[src/rtl/multicycle_controller_if.sv]
// Control bundle between the piRISC multicycle controller and its datapath/memory.
// The master modport is the controller side; the slave modport is the datapath side.
interface multicycle_controller_if #(
  parameter int OPWIDTH = 7
) ();
  logic [OPWIDTH-1:0] opcode;
  logic               mem_ready;
  logic               mem_req;
  logic               mem_we;
  logic               iord;
  logic               ir_write;
  logic               pc_write;
  logic               mdr_write;
  logic               aluout_write;
  logic               alu_src_a;
  logic [1:0]         alu_src_b;
  logic               alu_force_add;
  logic               reg_write;
  logic               wb_sel;
  logic               fault;
  logic [3:0]         state;

  // Memory handshake: mem_req rises with the request and stays high until the
  // cycle in which mem_ready=1 completes it; mem_we/iord are valid while mem_req=1.
  modport master (
    input  opcode, mem_ready,
    output mem_req, mem_we, iord, ir_write, pc_write, mdr_write, aluout_write,
           alu_src_a, alu_src_b, alu_force_add, reg_write, wb_sel, fault, state
  );

  modport slave (
    output opcode, mem_ready,
    input  mem_req, mem_we, iord, ir_write, pc_write, mdr_write, aluout_write,
           alu_src_a, alu_src_b, alu_force_add, reg_write, wb_sel, fault, state
  );
endinterface

[src/rtl/multicycle_controller.sv]
// Main control FSM of the piRISC multicycle core: fetch/decode/execute/memory/writeback
// sequencing with a supervised memory handshake that falls into a sticky FAULT state.
module multicycle_controller #(
  parameter int OPWIDTH = 7,
  parameter int TWIDTH  = 8,
  parameter int TIMEOUT = 255
) (
  input  logic                    clk,
  input  logic                    rst_n,
  multicycle_controller_if.master bus
);

  typedef enum logic [3:0] {
    START   = 4'd0,
    FETCH   = 4'd1,
    DECODE  = 4'd2,
    EXEC    = 4'd3,
    MEMADDR = 4'd4,
    MEMRD   = 4'd5,
    MEMWR   = 4'd6,
    WB      = 4'd7,
    FAULT   = 4'd8
  } state_t;

  typedef struct packed {
    logic       mem_req;
    logic       mem_we;
    logic       iord;
    logic       fetch_en;
    logic       mdr_en;
    logic       aluout_write;
    logic       alu_src_a;
    logic [1:0] alu_src_b;
    logic       alu_force_add;
    logic       reg_write;
    logic       wb_sel;
    logic       fault;
  } ctrl_t;

  localparam logic [OPWIDTH-1:0] OP_R     = OPWIDTH'(7'b0110011);
  localparam logic [OPWIDTH-1:0] OP_I     = OPWIDTH'(7'b0010011);
  localparam logic [OPWIDTH-1:0] OP_LOAD  = OPWIDTH'(7'b0000011);
  localparam logic [OPWIDTH-1:0] OP_STORE = OPWIDTH'(7'b0100011);
  localparam logic [TWIDTH-1:0]  TMO_LIM  = TWIDTH'(TIMEOUT);
  localparam logic [TWIDTH-1:0]  TMO_MAX  = {TWIDTH{1'b1}};

  state_t              state_q, state_d;
  ctrl_t               ctrl_q;
  logic [TWIDTH-1:0]   tmo_q, tmo_d;
  logic                wait_cyc;

  // Moore part of the control word for a given state; the opcode it reads is
  // already stable when the state is entered.
  function automatic ctrl_t decode_ctrl(input state_t s, input logic [OPWIDTH-1:0] op);
    ctrl_t c;
    c = '0;
    case (s)
      FETCH: begin
        c.mem_req       = 1'b1;
        c.fetch_en      = 1'b1;
        c.alu_src_b     = 2'b01;
        c.alu_force_add = 1'b1;
      end
      EXEC: begin
        c.alu_src_a    = 1'b1;
        c.aluout_write = 1'b1;
        c.alu_src_b    = (op == OP_I) ? 2'b10 : 2'b00;
      end
      MEMADDR: begin
        c.alu_src_a     = 1'b1;
        c.alu_src_b     = 2'b10;
        c.alu_force_add = 1'b1;
        c.aluout_write  = 1'b1;
      end
      MEMRD: begin
        c.mem_req = 1'b1;
        c.iord    = 1'b1;
        c.mdr_en  = 1'b1;
      end
      MEMWR: begin
        c.mem_req = 1'b1;
        c.iord    = 1'b1;
        c.mem_we  = 1'b1;
      end
      WB: begin
        c.reg_write = 1'b1;
        c.wb_sel    = (op == OP_LOAD);
      end
      FAULT:   c.fault = 1'b1;
      default: c = '0;
    endcase
    return c;
  endfunction

  assign wait_cyc = ctrl_q.mem_req & ~bus.mem_ready;

  always_comb begin
    state_d = state_q;
    tmo_d   = tmo_q;
    case (state_q)
      START:   state_d = FETCH;
      FETCH:   if (bus.mem_ready) state_d = DECODE;
      DECODE: begin
        if (bus.opcode == OP_R || bus.opcode == OP_I)              state_d = EXEC;
        else if (bus.opcode == OP_LOAD || bus.opcode == OP_STORE)  state_d = MEMADDR;
        else                                                       state_d = FAULT;
      end
      EXEC:    state_d = WB;
      MEMADDR: state_d = (bus.opcode == OP_LOAD) ? MEMRD : MEMWR;
      MEMRD:   if (bus.mem_ready) state_d = WB;
      MEMWR:   if (bus.mem_ready) state_d = FETCH;
      WB:      state_d = FETCH;
      FAULT:   state_d = FAULT;
      default: state_d = FAULT;
    endcase

    // A ready in the limit cycle still completes the request normally.
    if (wait_cyc && tmo_q == TMO_LIM) state_d = FAULT;

    if (!wait_cyc)            tmo_d = '0;
    else if (tmo_q != TMO_MAX) tmo_d = tmo_q + TWIDTH'(1);
  end

  always_ff @(posedge clk or negedge rst_n) begin
    if (!rst_n) begin
      state_q <= START;
      tmo_q   <= '0;
      ctrl_q  <= '0;
    end else begin
      state_q <= state_d;
      tmo_q   <= tmo_d;
      ctrl_q  <= decode_ctrl(state_d, bus.opcode);
    end
  end

  assign bus.mem_req       = ctrl_q.mem_req;
  assign bus.mem_we        = ctrl_q.mem_we;
  assign bus.iord          = ctrl_q.iord;
  assign bus.ir_write      = ctrl_q.fetch_en & bus.mem_ready;
  assign bus.pc_write      = ctrl_q.fetch_en & bus.mem_ready;
  assign bus.mdr_write     = ctrl_q.mdr_en & bus.mem_ready;
  assign bus.aluout_write  = ctrl_q.aluout_write;
  assign bus.alu_src_a     = ctrl_q.alu_src_a;
  assign bus.alu_src_b     = ctrl_q.alu_src_b;
  assign bus.alu_force_add = ctrl_q.alu_force_add;
  assign bus.reg_write     = ctrl_q.reg_write;
  assign bus.wb_sel        = ctrl_q.wb_sel;
  assign bus.fault         = ctrl_q.fault;
  assign bus.state         = state_q;

endmodule
[src/flat_wrapper.sv]
// flat-port wrapper written by rule: the top's interface ports become plain ports
module multicycle_controller_flat 
#(
  parameter int OPWIDTH = 7,
  parameter int TWIDTH  = 8,
  parameter int TIMEOUT = 255
)
  (clk, rst_n, bus_opcode, bus_mem_ready, bus_mem_req, bus_mem_we, bus_iord, bus_ir_write, bus_pc_write, bus_mdr_write, bus_aluout_write, bus_alu_src_a, bus_alu_src_b, bus_alu_force_add, bus_reg_write, bus_wb_sel, bus_fault, bus_state);
  multicycle_controller_if #(.OPWIDTH(OPWIDTH)) bus_i ();
  input  logic clk;
  input  logic rst_n;
  input wire logic [$bits(bus_i.opcode)-1:0] bus_opcode;
  input wire logic [$bits(bus_i.mem_ready)-1:0] bus_mem_ready;
  output wire logic [$bits(bus_i.mem_req)-1:0] bus_mem_req;
  output wire logic [$bits(bus_i.mem_we)-1:0] bus_mem_we;
  output wire logic [$bits(bus_i.iord)-1:0] bus_iord;
  output wire logic [$bits(bus_i.ir_write)-1:0] bus_ir_write;
  output wire logic [$bits(bus_i.pc_write)-1:0] bus_pc_write;
  output wire logic [$bits(bus_i.mdr_write)-1:0] bus_mdr_write;
  output wire logic [$bits(bus_i.aluout_write)-1:0] bus_aluout_write;
  output wire logic [$bits(bus_i.alu_src_a)-1:0] bus_alu_src_a;
  output wire logic [$bits(bus_i.alu_src_b)-1:0] bus_alu_src_b;
  output wire logic [$bits(bus_i.alu_force_add)-1:0] bus_alu_force_add;
  output wire logic [$bits(bus_i.reg_write)-1:0] bus_reg_write;
  output wire logic [$bits(bus_i.wb_sel)-1:0] bus_wb_sel;
  output wire logic [$bits(bus_i.fault)-1:0] bus_fault;
  output wire logic [$bits(bus_i.state)-1:0] bus_state;
  assign bus_i.opcode = bus_opcode;
  assign bus_i.mem_ready = bus_mem_ready;
  assign bus_mem_req = bus_i.mem_req;
  assign bus_mem_we = bus_i.mem_we;
  assign bus_iord = bus_i.iord;
  assign bus_ir_write = bus_i.ir_write;
  assign bus_pc_write = bus_i.pc_write;
  assign bus_mdr_write = bus_i.mdr_write;
  assign bus_aluout_write = bus_i.aluout_write;
  assign bus_alu_src_a = bus_i.alu_src_a;
  assign bus_alu_src_b = bus_i.alu_src_b;
  assign bus_alu_force_add = bus_i.alu_force_add;
  assign bus_reg_write = bus_i.reg_write;
  assign bus_wb_sel = bus_i.wb_sel;
  assign bus_fault = bus_i.fault;
  assign bus_state = bus_i.state;
  multicycle_controller #(.OPWIDTH(OPWIDTH), .TWIDTH(TWIDTH), .TIMEOUT(TIMEOUT)) u_core (.clk(clk), .rst_n(rst_n), .bus(bus_i));
endmodule
[config.mk]
export PLATFORM = sky130hd
export DESIGN_NAME = multicycle_controller_flat
export DESIGN_NICKNAME = d
export VERILOG_FILES = /design/src/rtl/multicycle_controller_if.sv /design/src/rtl/multicycle_controller.sv /design/src/flat_wrapper.sv
export SDC_FILE = /design/constraint.sdc
export NUM_CORES = 1
export LEC_CHECK = 0
export BUFFER_PORTS_ARGS = -buffer_cell sky130_fd_sc_hd__buf_2
export CELL_PAD_IN_SITES_DETAIL_PLACEMENT = 1
export CELL_PAD_IN_SITES_GLOBAL_PLACEMENT = 2
export CORE_UTILIZATION = 35
export DETAILED_ROUTE_END_ITERATION = 10
export PLACE_DENSITY_LB_ADDON = 0.12
export SLEW_MARGIN = 20
export SYNTH_ARGS = -nofsm -noshare
export SYNTH_HDL_FRONTEND = slang
export SYNTH_SLANG_ARGS = --single-unit
[constraint.sdc]
create_clock -name clk -period 5.4 [get_ports clk]
set_clock_uncertainty 0.2 [all_clocks]
set_input_delay 1.08 -clock clk [delete_from_list [all_inputs] [get_ports clk]]
set_output_delay 1.08 -clock clk [all_outputs]
set_load 0.03 [all_outputs]
Word-level counts from Yosys, hierarchy flattened
Cells that the tools add are included.
{"block": "word_totals", "out_inout_bits": 18, "register_bits": 25, "input_bits": 10, "elab_cells": 70}
{"block": "classes", "mux": 21, "add_sub_neg": 1, "n_eq_ne": 21, "n_reduce_logical": 9, "bitwise": 4}
{"op": "4-bit by 3-bit == test with 1-bit output, second input constant", "count": 8}
{"op": "4-bit one-hot mux with 7 select lines", "count": 1}
{"op": "4-bit two-way mux", "count": 6}
{"op": "8-bit two-way mux", "count": 2}
{"op": "7-bit by 6-bit == test with 1-bit output, second input constant", "count": 2}
{"op": "4-bit by 2-bit == test with 1-bit output, second input constant", "count": 3}
{"op": "8-bit by 1-bit adder with 8-bit output, second input constant", "count": 1}
{"op": "4-bit by 1-bit == test with 1-bit output, second input constant", "count": 2}
{"op": "8-bit == test, second input constant", "count": 1}
{"op": "2-bit two-way mux", "count": 4}
{"op": "8-bit inequality test, second input constant", "count": 1}
{"op": "2-bit OR reduction", "count": 4}
{"op": "7-bit by 2-bit == test with 1-bit output, second input constant", "count": 1}
{"op": "7-bit by 5-bit == test with 1-bit output, second input constant", "count": 1}
{"op": "1-bit two-way mux", "count": 7}
{"op": "2-bit one-hot mux with 3 select lines", "count": 1}
{"op": "4-bit == test, second input constant", "count": 1}
{"op": "4-bit logical NOT", "count": 1}
{"op": "1-bit AND", "count": 3}
{"op": "3-bit OR reduction", "count": 1}
{"op": "1-bit logical OR", "count": 2}
{"op": "2-bit inequality test, second input constant", "count": 1}
{"op": "1-bit logical AND", "count": 1}
{"op": "1-bit NOT", "count": 1}

Logic depth before layout (Yosys ltp)
Gate-level depths: netlist of the first run.
{"block": "depth", "depth_word": 9, "ltp_mapped": 7, "ltp_nobuf": 6}

Worst setup path before layout of the first run
Ideal clock, no wire load.
{"block": "synth_timing", "kind": "input to output", "startpoint": "input port bus_mem_ready", "endpoint": "output port bus_pc_write", "slack_ps": 2521, "required_ps": 4120, "arrival_ps": 1599, "path_buffers": 1, "stages": 2, "cell_sequence": "and2_1 > buf_4"}
{"block": "synth_between", "elab_chain_len": 1}
{"element": "start, declared", "line_no": "flat_wrapper.sv:13", "text": "input wire logic [$bits(bus_i.mem_ready)-1:0] bus_mem_ready;"}
{"element": "1-bit AND", "line_no": "multicycle_controller.sv:140", "text": "assign bus.pc_write = ctrl_q.fetch_en & bus.mem_ready;"}
{"element": "end, declared", "line_no": "flat_wrapper.sv:18", "text": "output wire logic [$bits(bus_i.pc_write)-1:0] bus_pc_write;"}
Every way passes these cells.

Worst setup path in the final report of the first run
{"block": "layout_timing", "startpoint": "input port bus_opcode[3]", "endpoint": "register u_core.ctrl_q (netlist bit u_core.bus.iord)"}
{"block": "layout_between", "elab_chain_len": 9, "word_cells_on_any_way": 15, "classes_between": "6 x eq/ne; 6 x mux; 3 x reduce/logical"}
{"element": "start, declared", "line_no": "flat_wrapper.sv:12", "text": "input wire logic [$bits(bus_i.opcode)-1:0] bus_opcode;"}
{"element": "7-bit by 2-bit == test with 1-bit output or 7-bit by 6-bit == test with 1-bit output (tied branches)", "line_no": "multicycle_controller.sv:105, multicycle_controller.sv:109"}
{"element": "1-bit logical OR", "line_no": "multicycle_controller.sv:105", "text": "else if (bus.opcode == OP_LOAD || bus.opcode == OP_STORE) state_d = MEMADDR;"}
{"element": "4-bit two-way mux", "line_no": "multicycle_controller.sv:105"}
{"element": "4-bit two-way mux", "line_no": "multicycle_controller.sv:104", "text": "if (bus.opcode == OP_R || bus.opcode == OP_I) state_d = EXEC;"}
{"element": "4-bit one-hot mux with 7 select lines *", "line_no": "multicycle_controller.sv:100", "text": "case (state_q)"}
{"element": "4-bit two-way mux *", "line_no": "multicycle_controller.sv:118", "text": "if (wait_cyc && tmo_q == TMO_LIM) state_d = FAULT;"}
{"element": "4-bit by 3-bit == test with 1-bit output", "line_no": "multicycle_controller.sv:57", "text": "case (s)"}
{"element": "2-bit OR reduction (no line) *"}
{"element": "1-bit two-way mux *", "line_no": "multicycle_controller.sv:57"}
{"element": "end signal, assigned", "line_no": "multicycle_controller.sv:132", "text": "ctrl_q <= decode_ctrl(state_d, bus.opcode);"}
{"element": "end, declared", "line_no": "multicycle_controller.sv:48", "text": "ctrl_t ctrl_q;"}
Mark *: on every way between the ends. The rest lies on a longest branch, timed or not.
A chain may end at the register's enable or synchronous reset.

==> results.py, run 1 <==
metrics = {
    "routing": {
        "viasPerCell": 5.12,
        "wl_um": 2930,
        "vias": 1009,
        "ant_nets": 0,
        "drtPass1Iterations": 4,
        "drc_errors": 0,
        "wl_per_cell_um": 14.8,
        "drtIter0Drc": 36,
    },
    "clocking": {
        "clk_pin_slew_ps": 80,
        "clockBufferDepth": 2,
        "cts_max_level": 1,
        "cts_tree": "yes",
        "clock_latency_ps": 270,
        "cts.sinks": 24,
        "cts.hold.buffers_added": 0,
        "cts_made_buffers": 3,
        "cts_resized": 0,
        "cts_setup_buffers": 0,
        "cts_root_buf": "clkbuf_8",
    },
    "power_and_ir_drop": {
        "leakagePower_nw": 0.724,
        "ir_worst_vdd_mv": 0.210,
        "p_per_area_nw_per_um2": 424,
    },
    "logic_synthesis": {
        "synth_seq_cells": 24,
        "synth_edf_count": 0,
        "seq_area_frac_synth": 0.466,
        "synth-adder-area-share": 0.00971,
        "synth_area_per_cell_sq_um": 9.76,
        "ys_async_sr_fraction": 1.00,
        "yosys.area.top_type": "dfrtp_1",
        "synth-xor-area-share": 0.0272,
        "synthSimpleGateAreaFrac": 0.254,
        "synthCells": 132,
        "synth_area_leaders": "dfrtp_1 (47%), nor2_1 (5.0%), nand2_1 (3.2%)",
        "synthMuxAreaShare": 0.0320,
        "synth_cell_types": 43,
        "yosysWarnings": 0,
        "synth_top_family_by_area": "simple AND/OR/NAND/NOR gates",
        "synth_top_area_frac": 0.466,
        "synth-compound-area-share": 0.139,
        "synth_ff_type": "dfrtp_1",
        "netlist_area_sq_um": 1290,
        "synthesis.nets": 143,
    },
    "setup_path": {
        "worstPathMaxFanout": 10,
        "crit_type": "in2reg",
        "slowest_delay_ps": 560,
        "crit_required_ps": 5400,
        "start_kind": "primary input",
        "slowest_stage": "or4_4",
        "critPathArrivalTime_ps": 2880,
        "critical_path.cell_chain": "buf_2, nor4b_2, nand2_1, o311a_1, or4_4, o21ai_2",
        "crit_path_end_kind": "register",
    },
    "global_routing": {
        "grt_pass1_wl_um": 5130,
        "grt_max_degree": 25,
        "grtUsageTotal": 0.169,
        "grt_overflow_total": 0,
        "grt_pass1_vias": 1005,
        "antenna_found_initial": 0,
    },
    "timing": {
        "drv_slew": 0,
        "fin_tns_setup_ps": 0,
        "fin_crit_sh": 0.534,
        "rsz0062_at_grt": "false",
        "period_needed_ps": 2880,
        "tightestPinTransition_ps": 674,
        "hold_viol": 0,
        "setup_viol": 0,
        "holdWs_ps": 365,
        "relSlewSlack": 0.549,
        "fmax_mhz": 347,
    },
    "floorplanning": {
        "row_count": 21,
        "ioPinCount": 28,
        "floorplan.initialDensity": 0.374,
        "coreArea_sq_um": 3440,
        "die_x_um": 62.7,
        "die_area_sq_um": 3930,
        "die_h_um": 62.7,
    },
    "layout": {
        "drive_gt1_frac": 0.258,
        "nets": 163,
        "diodes": 0,
        "syn2layout_area_growth_pct": 14.8,
    },
    "flow_run": {
        "cap_violations": 0,
    },
    "placement": {
        "port_buffers": 27,
        "gp_congestion": 0.783,
        "post-dp-hpwl_um": 2170,
    },
    "worst_hold_path": {
        "hold_path_class": "reg2reg",
    },
    "run_status": {
        "status": "finished clean",
    },
}
## path summary, 6_finish.rpt
path	start	endpoint	slack (ps)	cells past startpoint
max in group asynchronous	rst_n	u_core.tmo_q[4]	4070	1
min in group asynchronous	rst_n	u_core.tmo_q[5]	580	1
worst max register to register	u_core.bus.state[0]	u_core.bus.iord	2910	5
worst min-delay path	u_core.tmo_q[1]	u_core.tmo_q[1]	360	2
worst max-delay path	bus_opcode[3]	u_core.bus.iord	2520	6
worst min register to register	u_core.tmo_q[1]	u_core.tmo_q[1]	360	2
## cells in the final DEF (no fill, tap or decap), types with 3 or more instances in the layout
cell type  count
nor2_1        17
nand2_1       11
dfrtp_1       24
buf_2         27
mux2i_1        3
nand3_1        3
or2_2          3
clkbuf_8       3
nand2b_1       4
xor2_1         3
a21oi_1        4
nor3_1         4
inv_1          5
nand4_1        4
## kinds of logic after synthesis
kind of cell,count (synthesis)
compound gates,22
mux,4
flops,24
xor+xnor,4
simple gates,60
fa+ha+maj,1
buf+inv,17
## flip-flops by register name, summed over array words and instances, names as in the netlist
signal and cells:
u_core.bus.mem_we 1, u_core.bus.mem_req 1, u_core.bus.state 4, u_core.bus.iord 1, u_core.bus.alu_force_add 1, u_core.bus.wb_sel 1
u_core.bus.alu_src_b 2, u_core.ctrl_q 2, u_core.bus.alu_src_a 1, u_core.bus.fault 1, u_core.tmo_q 8, u_core.bus.reg_write 1
## stage by stage
step                      setup WS (ps)  area, sq um  instances   util  total power [mW]
after floorplan                    2520         1290        132      -             0.423
after global placement             2250         1410        193  0.409             0.471
after detailed placement           2240         1410        193  0.409             0.475
after CTS                          2510         1480        197  0.430             0.632
after global routing               2350         1480        197  0.430             0.665
final                              2520         1480        197  0.430             0.627
## synthesized netlist by cell type, types with 2 or more instances
cell / instances
nand2_1: 11
nand4_1: 4
o21ai_2: 2
buf_2: 2
inv_1: 5
buf_4: 5
nor2_1: 17
o32a_1: 2
a41o_1: 2
and2_1: 2
nor3_1: 4
o21bai_1: 2
a21oi_1: 4
xor2_1: 3
or3b_1: 2
o2111a_1: 2
nand3_1: 3
nand3b_1: 2
mux2i_1: 3
nand2b_1: 4
dfrtp_1: 24
clkbuf_1: 4
or2_2: 3
## metal layers
layer	vias up	GRT usage	wire [um]
met3	2	0.0511	158
li1	503	-	-
met5	-	0	0
met2	24	0.243	1260
met4	0	0.0349	20
met1	480	0.247	1480
## area by class of cell
type / instances / area (sq um)
flip-flops and latches: 24 / 601
multi-input cells: 91 / 596
clock inverters: 1 / 30.0
fillers: 407 / 1960
clock buffers: 3 / 41.3
well taps: 46 / 57.6
repair buffers: 27 / 135
inverters: 5 / 18.8
## worst max-delay path: cells and delay by family
kind	cells	cell delay (ps)
AOI/OAI and AO/OA	2	580
buffers and inverters	1	100
and+or+nand+nor	3	1110
## where the power goes
part,switching (mW),internal [mW]
sequential,0.0349,0.210
clock,0.0563,0.0991
combinational,0.152,0.0748
Note: power is estimated with default switching activity, not from simulation.
==> inputs of run 2 (changes only) <==
--- a/config.mk
+++ b/config.mk
@@ -8,7 +8,7 @@
 export BUFFER_PORTS_ARGS = -buffer_cell sky130_fd_sc_hd__buf_2
 export CELL_PAD_IN_SITES_DETAIL_PLACEMENT = 1
 export CELL_PAD_IN_SITES_GLOBAL_PLACEMENT = 2
-export CORE_UTILIZATION = 35
+export CORE_UTILIZATION = 29
 export DETAILED_ROUTE_END_ITERATION = 10
 export PLACE_DENSITY_LB_ADDON = 0.12
 export SLEW_MARGIN = 20
==> constraint.sdc (replaced) <==
create_clock -name clk -period 2.34 [get_ports clk]
set_clock_uncertainty 0.2 [all_clocks]
set_input_delay 0.468 -clock clk [delete_from_list [all_inputs] [get_ports clk]]
set_output_delay 0.468 -clock clk [all_outputs]
set_load 0.03 [all_outputs]
==> run 2 against run 1 <==
Against the previous run: sequential share of layout area down 2.6 points; die area grew 20%; routed wire length grew 13%; power is 140% higher; global-route usage decreased by 1.0 points; final cell count increased by 9.1%; register-to-register slack worse by 2800 ps; design area is 7.8% higher; non-clock buffer count rose by 14; critical endpoint unchanged; largest power group is now combinational cells; highest routed layer unchanged.
==> results.py, run 2 (same netlist as run 1, synthesis figures left out) <==
metrics = {
    "timing": {
        "fin_tns_setup_ps": 0,
        "relSlewSlack": 0.635,
        "drv_slew": 0,
        "rsz0062_at_grt": "false",
        "hold_viol": 0,
        "setup_viol": 0,
        "tightestPinTransition_ps": 548,
        "period_needed_ps": 2250,
        "fin_crit_sh": 0.961,
        "fmax_mhz": 445,
    },
    "clocking": {
        "cts_max_level": 1,
        "cts_tree": "yes",
        "clockBufferDepth": 2,
        "cts_made_buffers": 3,
        "cts.sinks": 24,
        "clk_pin_slew_ps": 80,
        "clock_latency_ps": 260,
        "cts_root_buf": "clkbuf_8",
        "cts_setup_buffers": 0,
    },
    "run_status": {
        "status": "finished clean",
    },
    "routing": {
        "viasPerCell": 5.04,
        "wl_per_cell_um": 15.3,
        "ant_nets": 0,
        "vias": 1083,
        "wl_um": 3290,
        "drtPass1Iterations": 4,
        "drc_errors": 0,
        "drtIter0Drc": 49,
    },
    "floorplanning": {
        "coreArea_sq_um": 4140,
        "die_area_sq_um": 4710,
        "floorplan.initialDensity": 0.311,
        "die_x_um": 68.7,
        "die_h_um": 68.7,
        "ioPinCount": 28,
        "row_count": 23,
    },
    "setup_path": {
        "crit_required_ps": 2330,
        "reg2reg_from": "u_core.bus.state[0]",
        "slowest_delay_ps": 520,
        "crit_buf_inv": 0,
        "crit_family": "simple AND/OR/NAND/NOR gates",
        "cp_num_cells": 5,
        "slowest_stage": "or4_4",
        "crit_type": "reg2reg",
        "start_kind": "register",
        "critPathArrivalTime_ps": 2240,
        "reg2reg_slack_ps": 90,
        "r2r_end": "u_core.bus.iord",
        "reg2reg_depth": 5,
        "critical_path.cell_chain": "or3b_1, a311o_1, o311a_1, or4_4, o21ai_2",
        "worstPathMaxFanout": 7,
        "crit_path_end_kind": "register",
    },
    "layout": {
        "regMostFlops": "u_core.tmo_q",
        "syn2layout_area_growth_pct": 23.7,
        "final_common_cell": "buf_2",
        "diodes": 0,
        "layout_common_cells": "buf_2 (27), dfrtp_1 (20), nor2_1 (16), buf_4 (13), nand2_1 (11)",
        "drive_gt1_frac": 0.358,
        "utilization": 0.385,
        "nets": 177,
        "fin_cells": 215,
        "final_area_sq_um": 1590,
        "largest_reg_flops": 8,
    },
    "global_routing": {
        "met3_usage": 0.0197,
        "grt_pass1_vias": 1137,
        "grt_pass1_wl_um": 5490,
        "met1_usage": 0.215,
        "grt_max_degree": 25,
        "top_usage_layer": "met2",
        "use_met2": 0.262,
        "grtUsageTotal": 0.159,
        "grt_overflow_total": 0,
        "antenna_found_initial": 0,
    },
    "worst_hold_path": {
        "hold_end": "u_core.bus.wb_sel",
        "hold-path-cell-count": 2,
        "hold_path_class": "in2reg",
        "worstHoldStart": "bus_opcode[4]",
    },
    "placement": {
        "post-dp-hpwl_um": 2580,
        "placedInstanceArea_sq_um": 1510,
        "dp_cells": 210,
        "gp_congestion": 0.869,
        "port_buffers": 27,
    },
    "flow_run": {
        "cap_violations": 0,
    },
    "power_and_ir_drop": {
        "fin_total_pwr_mw": 1.48,
        "p_per_area_nw_per_um2": 928,
        "ir_worst_vdd_mv": 0.271,
        "leakagePower_nw": 0.779,
    },
}
-- run 2: cell types whose count changed in the layout (fill, tap and decap cells not counted) --
| cell | before | now |
|---|---|---|
| nor3_1 | 4 | 3 |
| bufinv_16 | 1 | 0 |
| nor2_1 | 17 | 16 |
| dfrtp_1 | 24 | 20 |
| dfrtp_2 | 0 | 4 |
| dlygate4sd3_1 | 0 | 1 |
| nor4_2 | 0 | 1 |
| nor4_1 | 1 | 0 |
| nor3_2 | 0 | 1 |
| buf_4 | 0 | 13 |
| clkbuf_8 | 3 | 4 |
| nor2_2 | 0 | 1 |
-- run 2: cell type report --
class | instances | area [sq um]
clock buffer | 4 | 55.1
fill | 492 | 2550
inverter | 5 | 18.8
multi-input combinational | 91 | 609
sequential | 24 | 606
tap | 50 | 62.6
timing repair buffer | 41 | 243
-- run 2: worst max-delay path by stage --
stage	startpoint	to	slack [ps]
after floorplan	u_core.bus.state[1]	u_core.bus.iord	-50
after global placement	bus_opcode[3]	u_core.bus.mem_we	20
after detailed placement	bus_mem_ready	u_core.bus.iord	-10
after CTS	u_core.bus.state[0]	u_core.bus.wb_sel	40
after global routing	u_core.bus.state[0]	u_core.bus.iord	8
final	u_core.bus.state[0]	u_core.bus.iord	90
-- run 2: layer usage --
metal,up-vias,wire [um],share of wire
li1,531,-,-
met1,525,1650,0.50
met2,23,1510,0.46
met3,4,103,0.031
met4,0,31,0.0094
met5,-,0,0
-- run 2: stage by stage --
step	hold WS, ps	worst slack [ps]
final	301	91.1
after global routing	299	7.53
after CTS	303	40.3
after detailed placement	289	-12.2
after global placement	275	20.2
after floorplan	-27.6	-50.3
-- run 2: where the power goes --
group | internal, mW | total (mW) | leakage (nW) | switching, mW
Combinational | 0.251 | 0.665 | 0.434 | 0.415
Clock | 0.150 | 0.276 | 0.0288 | 0.126
Sequential | 0.489 | 0.539 | 0.317 | 0.0494
-- run 2: timing repair --
action,in CTS,in global routing
hold buffers,1,0
gates resized for setup,0,4
endpoints found under the setup margin,0,4
endpoints found under the hold margin,13,0
